## src/rtl/alu_op_sequencer.sv

```systemverilog
// ALU front-end: accepts one request at a time, issues single-cycle ops in one
// edge and runs multiply/divide as DATA_W-step shift-add / restoring sequences.
module alu_op_sequencer #(
  parameter int DATA_W  = 32,
  parameter int SHAMT_W = 5
) (
  input  logic               clk,
  input  logic               reset,
  input  logic               req_valid,
  output logic               req_ready,
  input  logic [1:0]         alu_op,
  input  logic [5:0]         funct,
  input  logic [SHAMT_W-1:0] shamt,
  input  logic [DATA_W-1:0]  a,
  input  logic [DATA_W-1:0]  b,
  output logic               busy,
  output logic               res_valid,
  output logic [DATA_W-1:0]  result,
  output logic               zero,
  output logic               err
);

  localparam int CNT_W = $clog2(DATA_W);
  localparam logic [CNT_W-1:0] LAST_STEP = CNT_W'(DATA_W - 1);

  localparam logic [5:0] F_ADD = 6'b100000;
  localparam logic [5:0] F_SUB = 6'b100010;
  localparam logic [5:0] F_MUL = 6'b011000;
  localparam logic [5:0] F_DIV = 6'b011010;
  localparam logic [5:0] F_SLL = 6'b000000;
  localparam logic [5:0] F_SRL = 6'b000010;
  localparam logic [5:0] F_OR  = 6'b100101;
  localparam logic [5:0] F_AND = 6'b100100;
  localparam logic [5:0] F_NOR = 6'b100111;
  localparam logic [5:0] F_XOR = 6'b100110;

  typedef enum logic [1:0] {IDLE, EXEC, MUL, DIV} state_t;

  typedef enum logic [3:0] {
    OP_ADD, OP_SUB, OP_MUL, OP_DIV, OP_SLL, OP_SRL,
    OP_OR, OP_AND, OP_NOR, OP_XOR, OP_ILL
  } op_t;

  state_t               state, state_next;
  op_t                  dec_op, op_q;
  logic [DATA_W-1:0]    op_a, op_b, acc;
  logic [SHAMT_W-1:0]   shamt_q;
  logic [CNT_W-1:0]     cnt;

  logic [DATA_W-1:0]    exec_result;
  logic                 exec_err;
  logic [DATA_W:0]      rem_shift, rem_diff;

  assign req_ready = (state == IDLE);
  assign busy      = (state != IDLE);

  // NOTE: every always_comb output gets a default first so no path can leave it unassigned and infer a latch.
  always_comb begin
    dec_op = OP_ILL;
    case (alu_op)
      2'b00:   dec_op = OP_ADD;
      2'b01:   dec_op = OP_SUB;
      default: begin
        case (funct)
          F_ADD:   dec_op = OP_ADD;
          F_SUB:   dec_op = OP_SUB;
          F_MUL:   dec_op = OP_MUL;
          F_DIV:   dec_op = OP_DIV;
          F_SLL:   dec_op = OP_SLL;
          F_SRL:   dec_op = OP_SRL;
          F_OR:    dec_op = OP_OR;
          F_AND:   dec_op = OP_AND;
          F_NOR:   dec_op = OP_NOR;
          F_XOR:   dec_op = OP_XOR;
          default: dec_op = OP_ILL;
        endcase
      end
    endcase
  end

  // Multiply/divide fall through EXEC after their last step so completion
  // (result/zero/err/res_valid) is registered in exactly one place.
  always_comb begin
    state_next = state;
    case (state)
      IDLE: begin
        if (req_valid) begin
          if (dec_op == OP_MUL)                    state_next = MUL;
          else if (dec_op == OP_DIV && b != '0)    state_next = DIV;
          else                                     state_next = EXEC;
        end
      end
      EXEC:     state_next = IDLE;
      MUL, DIV: if (cnt == LAST_STEP) state_next = EXEC;
      default:  state_next = IDLE;
    endcase
  end

  always_comb begin
    exec_result = '0;
    exec_err    = 1'b0;
    case (op_q)
      OP_ADD: exec_result = op_a + op_b;
      OP_SUB: exec_result = op_a - op_b;
      OP_MUL: exec_result = acc;
      OP_DIV: begin
        if (op_b == '0) begin
          exec_result = '1;
          exec_err    = 1'b1;
        end else begin
          exec_result = op_a;
        end
      end
      OP_SLL: exec_result = op_a << shamt_q;
      OP_SRL: exec_result = op_a >> shamt_q;
      OP_OR:  exec_result = op_a | op_b;
      OP_AND: exec_result = op_a & op_b;
      OP_NOR: exec_result = ~(op_a | op_b);
      OP_XOR: exec_result = op_a ^ op_b;
      default: begin
        exec_result = '0;
        exec_err    = 1'b1;
      end
    endcase
  end

  // Restoring divide step: op_a shifts the dividend out and the quotient in, acc is the partial remainder.
  assign rem_shift = {acc, op_a[DATA_W-1]};
  assign rem_diff  = rem_shift - {1'b0, op_b};

  // NOTE: sequential state uses non-blocking assignments only, so every register samples pre-edge values.
  always_ff @(posedge clk) begin
    if (reset) begin
      // NOTE: operand/working registers are plain flops, not a memory, so they are reset like the rest of the state.
      state     <= IDLE;
      op_q      <= OP_ADD;
      op_a      <= '0;
      op_b      <= '0;
      acc       <= '0;
      shamt_q   <= '0;
      cnt       <= '0;
      result    <= '0;
      zero      <= 1'b0;
      err       <= 1'b0;
      res_valid <= 1'b0;
    end else begin
      state     <= state_next;
      res_valid <= 1'b0;
      case (state)
        IDLE: begin
          if (req_valid) begin
            op_a    <= a;
            op_b    <= b;
            shamt_q <= shamt;
            op_q    <= dec_op;
            acc     <= '0;
            cnt     <= '0;
          end
        end
        MUL: begin
          if (op_b[0]) acc <= acc + op_a;
          op_a <= op_a << 1;
          op_b <= op_b >> 1;
          if (cnt != LAST_STEP) cnt <= cnt + 1'b1;
        end
        DIV: begin
          op_a <= {op_a[DATA_W-2:0], ~rem_diff[DATA_W]};
          acc  <= rem_diff[DATA_W] ? rem_shift[DATA_W-1:0] : rem_diff[DATA_W-1:0];
          if (cnt != LAST_STEP) cnt <= cnt + 1'b1;
        end
        EXEC: begin
          result    <= exec_result;
          zero      <= (exec_result == '0);
          err       <= exec_err;
          res_valid <= 1'b1;
          cnt       <= '0;
        end
        default: ;
      endcase
    end
  end

endmodule

```

## config.mk

```make
export PLATFORM = sky130hd
export DESIGN_NAME = alu_op_sequencer
export DESIGN_NICKNAME = d
export VERILOG_FILES = /design/src/rtl/alu_op_sequencer.sv
export SDC_FILE = /design/constraint.sdc
export NUM_CORES = 1
export LEC_CHECK = 0
export CORE_ASPECT_RATIO = 0.9
export CORE_MARGIN = 2
export CORE_UTILIZATION = 50
export DETAILED_ROUTE_END_ITERATION = 7
export PLACE_DENSITY = 0.71
export SETUP_SLACK_MARGIN = 0.05
export SLEW_MARGIN = 20
export SYNTH_ARGS = -nofsm -noshare
export SYNTH_HDL_FRONTEND = slang
export SYNTH_SLANG_ARGS = --single-unit
```

## constraint.sdc

```tcl
create_clock -name clk -period 5.18 [get_ports clk]
set_clock_uncertainty 0.2 [all_clocks]
set_input_delay 1.036 -clock clk [delete_from_list [all_inputs] [get_ports clk]]
set_output_delay 1.036 -clock clk [all_outputs]
set_load 0.05 [all_outputs]
```

==> out/metrics.cfg <==
[run_status]
status=complete, no violations

[layout]
final_layout_size_suffix_gt1_frac=0.104
area_delta_synth_final_pct=12.1
fin_util=0.568
final_nets=2724
antennaDiodeCount=0

[power]
p_leak_uw=0.00813
irDropWorstVdd_v=0.000182
powerDensity_nw_per_um2=267
power_uw=5650

[timing]
final-max-slew-violation-count=0
worst_pin_slew_ns=1.19
period_needed_ns=4.85
fin_ws_ns=0.334
hold_viol=0
tns_ns=0
setup_viol=0
fin_crit_sh=0.936
fmax_mhz=206
rsz0062_at_grt=false
maxSlewHeadroom=0.209

[grt]
grt_overflow=0
grt_pass1_vias=19400
grtUsageTotal=0.429
grt_pass1_wl_um=127000
grt_max_degree=75
antenna_found_initial=1

[synthesis]
muxShareOfSynthArea=0.141
synth_edf_count=0
ys_seq_area_frac=0.156
synth_nets=2690
synth-warning-count=0
synth_compound_area_frac=0.268
syn_area_um2=18900
synth_top_family_by_area=compound AO/OA/AOI/OAI gates
synth-seq-cells=147
synth_top_flop_cell=dfxtp_1
synthSimpleGateAreaFrac=0.206
avgSynthCellArea_um2=7.71
ys_types=97
synthArstFlopShare=0
syn_inst=2446
synthAdderAreaFrac=0.110
synth_xor_xnor_area_share=0.0474

[placed_design]
dp_hpwl_um=66500
dp_slack_ns=0.333
place.gp.congestion=1.06
port_buffers=116

[clock_network]
clk_pin_slew_ns=0.07
clock_latency_ns=0.49
h-tree-depth=4
clk_path_buf_depth=2
cts_sinks=147
cts_made_buffers=17
root_buffer=clkbuf_16
cts_tree=done

[floorplanning]
ios=117
die_h_um=188
row_count=67
initial_core_util=0.507
die_w_um=209
core_um2=37200
dieArea_um2=39300

[hold_path]
min_path_type=reg2reg

[setup_path]
crit_required_ns=5.37
path_class=reg2reg
arrival_ns=5.04
cp_max_fo=6
startpoint_type=flop
endpoint_kind=flop

[flow_run]
cap_violations=0

[route]
routed_wirelength_um=85500
ant_nets=0
drt-vias-per-instance=7.03
avgRoutedWirePerCell_um=28.7
drc_errors=0
dr.pass1.iters=8
drt_iter0_markers=2547
num_vias=20900

[per-stage QoR]
stage / std cells / hold WS, ns / cell area, um^2
floorplan: 2446 / 0.258 / 18900
global placement: 2944 / 0.244 / 20500
detailed placement: 2944 / 0.255 / 20500
CTS: 2975 / 0.264 / 21100
global route: 2975 / 0.297 / 21100
finish: 2975 / 0.262 / 21100
[state kept, by name, indices dropped and copies added, names as in the netlist]
| signal | flops |
|---|---|
| shamt_q | 5 |
| op_q | 4 |
| zero | 1 |
| err | 1 |
| result | 32 |
| op_a | 32 |
| cnt | 5 |
| op_b | 32 |
| res_valid | 1 |
| state | 2 |
| acc | 32 |
[Yosys cell counts (23+ instances only)]
cell      instances  area [um^2]
o21ai_0         115          576
a21o_1           38          285
a211oi_1         90          676
clkbuf_1        120          450
ha_1            161         2010
a31oi_1          23          144
o211ai_1         35          263
mux2i_1         133         1330
a22oi_1          35          263
nand4_1          30          188
xor2_1           23          201
a311oi_1         37          324
nor4_1           23          144
nand3_1          54          270
mux2_2           25          282
a21oi_1         143          716
nand2b_1         30          188
nor3_1           72          360
nand2_1         210          788
dfxtp_1         147         2940
inv_1           101          379
mux4_2           43          968
xnor2_1          79          692
buf_2            37          185
nor2_1          251          942
[final timing paths]
path | endpoint | slack, ns | start | depth (start not counted)
worst max register to register | zero | 0.33 | op_b[1] | 19
worst max-delay path | zero | 0.33 | op_b[1] | 19
worst min register to register | result[13] | 0.26 | result[13] | 2
worst min-delay path | result[13] | 0.26 | result[13] | 2
[cells by family after synthesis]
kind of cell,count (synthesis)
multiplexers,207
buffers and inverters,302
AND/OR/NAND/NOR,799
adder cells (fa/ha/maj),164
XOR/XNOR,102
AO/OA/AOI/OAI,725
flip-flops,147
[what timing repair did]
item	CTS	global route
buffers inserted	0	0
resized for setup	0	6
hold buffers	0	0
setup endpoints to repair	0	2
[cell type report]
| class | count | area (um^2) |
|---|---|---|
| fill | 3509 | 16100 |
| clock inverter | 10 | 121 |
| inverter | 104 | 390 |
| tap | 483 | 604 |
| timing repair buffer | 213 | 1910 |
| sequential | 147 | 2960 |
| clock buffer | 21 | 470 |
| multi-input combinational | 1997 | 14700 |
[cells in the final DEF (no fill, tap or decap), types with 38 or more instances in the layout]
master / n
xnor2_1: 77
nor2_1: 251
nor3_1: 69
nand2_1: 210
nand3_1: 54
a211oi_1: 90
mux4_2: 43
o21ai_0: 114
mux2i_1: 133
inv_1: 100
dfxtp_1: 141
clkdlybuf4s50_1: 115
ha_1: 161
buf_4: 96
a21o_1: 38
a21oi_1: 143
[metal layers]
metal,track usage,wire (um)
met1,0.581,34900
met2,0.642,36000
met3,0.101,9900
met4,0.204,4680
met5,0,0
[worst max-delay path: stages (launching register included)]
cell	delay, ns
dfxtp_1	0.47
inv_1	0.16
ha_1	0.22
nor3b_1	0.14
buf_4	0.15
nand2_1	0.08
o21ai_0	0.10
xnor2_1	0.32
ha_1	0.33
a21oi_2	0.27
nor3_1	0.13
a221oi_1	0.26
o2111ai_1	0.18
nor3_1	0.36
nand4_1	0.29
nor4_2	0.31
nand4_1	0.19
nor3_2	0.24
nand4_1	0.14
o41ai_2	0.21
[power by group]
part	total [uW]	internal (uW)	switching, uW
clock	1330	749	578
combinational	2870	1120	1750
sequential	1450	1210	234
total	5650	3080	2560
Power figures use the tool's default switching activity.
